--- config.mk ---
export PLATFORM = sky130hd
export DESIGN_NAME = skew_feed_buf
export DESIGN_NICKNAME = d
export VERILOG_FILES = /design/src/rtl/skew_feed_buf.sv
export SDC_FILE = /design/constraint.sdc
export NUM_CORES = 2
export LEC_CHECK = 0
export ABC_AREA = 1
export CAP_MARGIN = 20
export CORE_UTILIZATION = 55
export CTS_CLUSTER_SIZE = 14
export DETAILED_ROUTE_END_ITERATION = 8
export HOLD_SLACK_MARGIN = 0.02
export PLACE_DENSITY = 0.75
export SLEW_MARGIN = 30
export SYNTH_ARGS = -nofsm -noshare
export SYNTH_HDL_FRONTEND = slang
export SYNTH_SLANG_ARGS = --single-unit
--- constraint.sdc ---
create_clock -name clk -period 2.5 [get_ports clk]
set_input_delay 0.375 -clock clk [delete_from_list [all_inputs] [get_ports clk]]
set_output_delay 0.375 -clock clk [all_outputs]
set_load 0.01 [all_outputs]
--- src/rtl/skew_feed_buf.sv ---
// Multi-lane circular FIFO bank feeding one edge of the PE array; lane i is preloaded with
// i*SKEW zero words so a single broadcast pop presents skewed operands to the array.
module skew_feed_buf #(
    parameter int unsigned WORDLEN = 8,
    parameter int unsigned LANES   = 4,
    parameter int unsigned DEPTH   = 16,
    parameter int unsigned SKEW    = 1,
    localparam int unsigned LW     = (LANES > 1) ? $clog2(LANES) : 1
) (
    input  logic                     clk,
    input  logic                     rstn,
    input  logic                     flush,
    input  logic                     wr_en,
    input  logic [LW-1:0]            wr_lane,
    input  logic [WORDLEN-1:0]       wr_data,
    input  logic                     rd_en,
    output logic [LANES*WORDLEN-1:0] rd_data,
    output logic [LANES-1:0]         lane_empty,
    output logic [LANES-1:0]         lane_full,
    output logic                     all_valid,
    output logic                     err_ovf,
    output logic                     err_udf
);

    localparam int unsigned PW = (DEPTH > 1) ? $clog2(DEPTH) : 1;
    localparam int unsigned CW = $clog2(DEPTH + 1);

    logic [PW-1:0]      head_q [LANES];
    logic [PW-1:0]      head_d [LANES];
    logic [PW-1:0]      tail_q [LANES];
    logic [PW-1:0]      tail_d [LANES];
    logic [CW-1:0]      cnt_q  [LANES];
    logic [CW-1:0]      cnt_d  [LANES];
    logic [WORDLEN-1:0] mem_q  [LANES][DEPTH];
    logic [WORDLEN-1:0] mem_d  [LANES][DEPTH];
    logic               err_ovf_q, err_ovf_d;
    logic               err_udf_q, err_udf_d;

    logic [LANES-1:0]   lane_pop;
    logic [LANES-1:0]   lane_sel;
    logic [LANES-1:0]   lane_acc;

    function automatic logic [PW-1:0] ptr_inc(input logic [PW-1:0] p);
        return (p == PW'(DEPTH - 1)) ? '0 : p + 1'b1;
    endfunction

    always_comb begin
        rd_data    = '0;
        lane_empty = '0;
        lane_full  = '0;
        for (int i = 0; i < LANES; i++) begin
            lane_empty[i] = (cnt_q[i] == '0);
            lane_full[i]  = (cnt_q[i] == CW'(DEPTH));
            // Stale storage remains at head after draining, so empty lanes are forced to zero.
            if (cnt_q[i] != '0) begin
                rd_data[i*WORDLEN +: WORDLEN] = mem_q[i][head_q[i]];
            end
        end
        all_valid = ~|lane_empty;
        err_ovf   = err_ovf_q;
        err_udf   = err_udf_q;
    end

    // A full lane still accepts a push when it is popped in the same cycle.
    always_comb begin
        lane_pop = '0;
        lane_sel = '0;
        lane_acc = '0;
        for (int i = 0; i < LANES; i++) begin
            lane_pop[i] = rd_en && (cnt_q[i] != '0);
            lane_sel[i] = wr_en && (int'(wr_lane) == i);
            lane_acc[i] = lane_sel[i] && ((cnt_q[i] != CW'(DEPTH)) || lane_pop[i]);
        end
    end

    always_comb begin
        head_d    = head_q;
        tail_d    = tail_q;
        cnt_d     = cnt_q;
        mem_d     = mem_q;
        err_ovf_d = err_ovf_q;
        err_udf_d = err_udf_q;
        // Reset is synchronous, so it shares the flush re-initialisation path here.
        if (!rstn || flush) begin
            for (int i = 0; i < LANES; i++) begin
                head_d[i] = '0;
                tail_d[i] = PW'(i * SKEW);
                cnt_d[i]  = CW'(i * SKEW);
                for (int j = 0; j < DEPTH; j++) begin
                    mem_d[i][j] = '0;
                end
            end
            if (!rstn) begin
                err_ovf_d = 1'b0;
                err_udf_d = 1'b0;
            end
        end else begin
            if (rd_en && (|lane_empty)) begin
                err_udf_d = 1'b1;
            end
            if (|(lane_sel & ~lane_acc)) begin
                err_ovf_d = 1'b1;
            end
            for (int i = 0; i < LANES; i++) begin
                if (lane_acc[i]) begin
                    mem_d[i][tail_q[i]] = wr_data;
                    tail_d[i]           = ptr_inc(tail_q[i]);
                end
                if (lane_pop[i]) begin
                    head_d[i] = ptr_inc(head_q[i]);
                end
                if (lane_acc[i] && !lane_pop[i]) begin
                    cnt_d[i] = cnt_q[i] + 1'b1;
                end else if (!lane_acc[i] && lane_pop[i]) begin
                    cnt_d[i] = cnt_q[i] - 1'b1;
                end
            end
        end
    end

    always_ff @(posedge clk) begin
        head_q    <= head_d;
        tail_q    <= tail_d;
        cnt_q     <= cnt_d;
        mem_q     <= mem_d;
        err_ovf_q <= err_ovf_d;
        err_udf_q <= err_udf_d;
    end

endmodule

==> Word-level counts from Yosys, hierarchy flattened <==
Index checks and enable logic that the tools add are counted.
{ "word_totals": {"regBits": 566, "in_bits": 15, "out_inout_bits": 43, "wordCells": 244} }
{ "op_classes": {"addsub": 16, "n_lt_le_gt_ge": 12, "n_eq_ne": 20, "n_mux": 49, "bitwise_logic": 10, "n_reduce_logical": 59} }
{ "ops": {"columns": ["cell", "n"], "rows": [
  ["$bwmux W128", 4],
  ["$bmux W8 S4", 4],
  ["$demux W8 S4", 4],
  ["$mux W8", 16],
  ["$ge A5 B5 Y1 const B", 8],
  ["$mux W5", 8],
  ["$not A4 Y5", 8],
  ["$add A4 B1 Y4 const B", 8],
  ["$eq A4 B4 Y1 const B", 8],
  ["$mux W4", 8],
  ["$logic_and A1 B1 Y1", 25],
  ["$add A5 B1 Y5 const B", 4],
  ["$eq A5 B5 Y1 const B", 4],
  ["$logic_not A5 Y1", 4],
  ["$lt A5 B1 Y1 const B", 4],
  ["$ne A5 B5 Y1 const B", 4],
  ["$reduce_bool A5 Y1", 4],
  ["$sub A5 B1 Y5 const B", 4],
  ["$reduce_bool A2 Y1", 6],
  ["$logic_not A1 Y1", 10],
  ["$reduce_or A4 Y1", 2],
  ["$logic_or A1 B1 Y1", 5],
  ["$mux W1", 5],
  ["$and A4 B4 Y4", 1],
  ["6 further kinds", 8]
]} }

==> Logic depth before layout (Yosys ltp) <==
{ "logic_depth": {"word_depth": 9, "mapped_depth": 16, "depth_no_buf": 15} }

==> Worst setup path before layout <==
No wires, ideal clock.
{ "synth_path": {"path_type": "register to register", "from": "register cnt_q[12] (netlist bit)", "to": "register cnt_q[14] (netlist bit)", "setup_ps": 113, "t_arrival_ps": 2273, "required_time_ps": 2387, "slack_ps": 114, "stages_incl_launch_ff": 15, "n_path_buf": 1, "synth_period_minus_slack_ps": 2386, "cell_sequence": "dfxtp_1 > nor2_1 > nand4_1 > nand2_2 > inv_2 > buf_2 > ha_1 > inv_1 > ha_1 > nand2_1 > nand2_1 > o21ai_0 > nand3_1 > nor2_1 > nor2_1"} }
{ "synth_between": {"elab_chain_cells": 7, "word_cells_on_any_way": 14, "cone_classes": "add/sub (2); eq/ne (1); mux (2); reduce/logical (9)"} }
{ "synth_lines": {"columns": ["element", "line_no", "text"], "rows": [
  ["start: declaration", "32", "logic [CW-1:0] cnt_q [LANES];"],
  ["start signal: assignment", "124", "cnt_q <= cnt_d;"],
  ["$reduce_bool A5 Y1", "70", "lane_pop[i] = rd_en && (cnt_q[i] != '0);"],
  ["$logic_and A1 B1 Y1", "70", null],
  ["$logic_or A1 B1 Y1 *", "72", "lane_acc[i] = lane_sel[i] && ((cnt_q[i] != CW'(DEPTH)) || lane_pop[i]);"],
  ["$logic_and A1 B1 Y1 *", "72", null],
  ["net lane_acc[1]", "41", "logic [LANES-1:0] lane_acc;"],
  ["$logic_not A1 Y1", "114", "end else if (!lane_acc[i] && lane_pop[i]) begin"],
  ["$logic_and A1 B1 Y1", "114", null],
  ["$reduce_bool A2 Y1 (no source line)", null, null]
]} }
Mark *: on every way through the listed nets, which the timed path passes. The rest lies on a longest branch. The select of a mux whose other input is x is not followed.
A chain may end at the register's enable or synchronous reset.

==> Worst setup path in the final report <==
{ "layout_path": {"from": "register cnt_q[12] (netlist bit)", "to": "output port lane_empty[1]"} }
{ "layout_between": {"elab_chain_cells": 1} }
{ "layout_lines": {"columns": ["element", "line_no", "text"], "rows": [
  ["$logic_not A5 Y1", "52", "lane_empty[i] = (cnt_q[i] == '0);"],
  ["end: declaration", "18", "output logic [LANES-1:0] lane_empty,"]
]} }
Every way passes these cells.

==> impl_metrics.yaml <==
run_status:
  status: "finished clean"
grt:
  grt_pass1_wl_um: 139400
  grt_max_degree: 149
  overflow: 0
  grt_pass1_vias: 27230
  grt_util_all_layers: 0.3165
  grt_antenna_before_repair: 0
flow_run:
  cap_violations: 0
clock_network:
  postCtsHoldBufs: 0
  clkTransAtPathRegs_ns: 0.06
  cts_buffers: 60
  cts_buffer_depth: 3
  cts_tree: "yes"
  cts_num_sinks: 566
  root_buffer: "clkbuf_16"
  clk_latency_ns: 0.63
  htreeDepth: 2
setup_path:
  worstSetupEndpointType: "primary output"
  startpoint_type: "register"
  crit_slowest_cell: "clkdlybuf4s50_1"
  critical_path_class: "reg -> out"
  required_ns: 2.12
  crit_family: "buffers and inverters"
  worst_ep_arrival_time_ns: 2.08
  worstPathCellList: "nor2_4, nand3_4, inv_8, buf_4, clkdlybuf4s50_1"
  slowest_delay_ns: 0.53
  crit_fanout: 8
  worst-path-buf-inv: 3
timing:
  skew_ns: 0.01134
  max_freq_mhz: 408.0
  finalHoldViolations: 0
  worstMarginPinSlew_ns: 0.8309
  relSlewSlack: 0.4461
  slew_viol_final: 0
  setup_viol: 0
  finalCritPeriodShare: 0.9803
  fin_ws_ns: 0.04920
  tns_ns: 0
  rsz0062_at_grt: "true"
  period_needed_ns: 2.451
power:
  sw_frac_of_total: 0.2549
  p_comb_frac: 0.096
  p_leak_nw: 12.01
  peakVddDrop_mv: 0.5510
  p_int_mw: 15.30
  p_sw_mw: 5.234
  p_seq_frac: 0.444
  total_power_mw: 20.53
  clkPwrFrac: 0.460
  pwr_density_cell_nw_per_um2: 619.9
die:
  dieArea_um2: 53360
  coreArea_um2: 51610
  design.portCount: 58
  die_w_um: 231.0
  dieHeight_um: 231.0
  start_util: 0.5588
  rows: 83
final_layout:
  drive_gt1_frac: 0.09398
  antenna_cells: 0
  nNetsFinal: 4571
  post-route-util: 0.6418
  syn2layout_area_growth_pct: 14.85
  finalNonFillerCells: 5245
drt:
  wirelength_met1_um: 36760
  postRouteAntennaNets: 0
  drcViolationCount: 0
  drt-total-wl_um: 85570
  met3_length_um: 6688
  vias_per_cell: 5.581
  drtPass1Iterations: 7
  wl_met2_um: 39590
  drtIter0Drc: 3021
  detail_route.wl_per_cell_um: 16.31
  topRoutingLayerUsed: "met4"
  dr_total_vias: 29270
yosys:
  netlist_area_um2: 28840
  synth_warnings: 0
  ys_seq_area_frac: 0.3935
  ys_seq_elements: 566
  synthDistinctLibCells: 25
  netlist_instances: 4473
  avgSynthCellArea_um2: 6.448
  syn-num-nets: 4529
placement:
  dp_cells: 5122
  numPortBuffers: 57
  pre_cts_ws_ns: -0.2751
  routabilityCongestion: 0.8875
  dp_hpwl_um: 51760
hold_path:
  min_path_type: "in -> reg"
## cell usage in the layout, fill, tap and decap left out, drive strengths merged, types with 2 or more instances in the layout
cell type and count:
dfxtp 564, buf 232, fa 4, nor3 3, nand3 920, edfxtp 2, clkdlybuf4s50 15, ha 37
o211ai 38, o31ai 2, nand4 13, xnor2 4, clkinv 43, nor2 120, clkbuf 85, xor2 12
nand2 1260, o21ai 34, a21oi 580, inv 586, clkinvlp 2, bufinv 7
## registers in the layout (all words and copies together), names as in the netlist
signal,count
err_ovf,1
head_q,16
cnt_q,20
mem_q,512
tail_q,16
err_udf,1
## Yosys cell counts, drive strengths merged
cell,n,share of area
ha,37,0.016
nor3,3,0.0015
a21oi,580,0.10
clkinv,21,0.0027
nor2,120,0.016
nand2,1260,0.16
clkbuf,141,0.018
nand4,13,0.0028
o21ai,34,0.0059
buf,129,0.024
o211ai,38,0.0099
dfxtp,564,0.39
xor2,12,0.0036
o31ai,2,0.00052
nand3,920,0.16
inv,589,0.077
edfxtp,2,0.0021
xnor2,4,0.0012
fa,4,0.0028
## per-stage QoR
stage	cell area [um2]	hold WS, ns
2_1_floorplan	28840	0.4411
3_3_place_gp	30690	0.4501
3_5_place_dp	30690	0.4541
4_1_cts	32950	0.1981
5_1_grt	33130	0.2164
6_report	33130	0.2287
## path summary, 6_finish.rpt
| path | startpoint | cells after the start | slack, ns | end |
|---|---|---|---|---|
| max | cnt_q[12] | 5 | 0.05 | lane_empty[1] |
| min | wr_data[2] | 3 | 0.23 | mem_q[202] |
| max reg2reg | cnt_q[12] | 15 | 0.30 | cnt_q[14] |
| min reg2reg | mem_q[102] | 2 | 0.46 | mem_q[102] |
## metal layers
| layer | GRT usage | vias to the layer above |
|---|---|---|
| met4 | 0.1103 | 0 |
| met2 | 0.5174 | 1115 |
| li1 | - | 14450 |
| met1 | 0.4232 | 13500 |
| met5 | 0 | - |
| met3 | 0.04842 | 201 |
## logic make-up after synthesis
| kind of cell | after synthesis | share of synthesized area |
|---|---|---|
| simple gates | 2316 | 0.3438 |
| flops | 566 | 0.3935 |
| xor+xnor | 16 | 0.004858 |
| fa+ha+maj | 41 | 0.01883 |
| compound gates | 654 | 0.1169 |
| buf+inv | 880 | 0.1221 |
## power by group through the flow
stage	Clock (mW)	Sequential (mW)	Combinational, mW
global placement	0	9.31	1.86
global route	9.90	9.12	2.13
floorplan	0	9.30	1.16
detailed placement	0	9.31	1.86
CTS	9.54	9.11	1.90
finish	9.45	9.12	1.97
## layout make-up
cell class	instances	area [um2]
fillers	4791	18490
multi-input cells	3027	14240
flip-flops and latches	566	11380
inverters	610	2315
repair buffers	250	2261
clock buffers	84	1763
well taps	680	850.8
clock inverters	28	324.1
## worst reg2reg max path: stages (launching register included)
cell and delay, ns:
dfxtp_4 0.36, nor2_4 0.15, nand4_1 0.15, nand2_2 0.10, clkinv_2 0.07, ha_1 0.23
inv_1 0.16, ha_1 0.29, nand2_1 0.08, nand2_1 0.06, nor2_1 0.12, nand2_1 0.07
nand3_1 0.10, nand2_1 0.05, nand2_1 0.06, nor2_1 0.04
## what timing repair did
item,4_1_cts,5_1_grt
pin swaps,4,14
gates cloned,1,1
setup endpoints to repair,38,33
buffers inserted,1,8
gates resized for setup,199,55
Power figures use the tool's default switching activity.
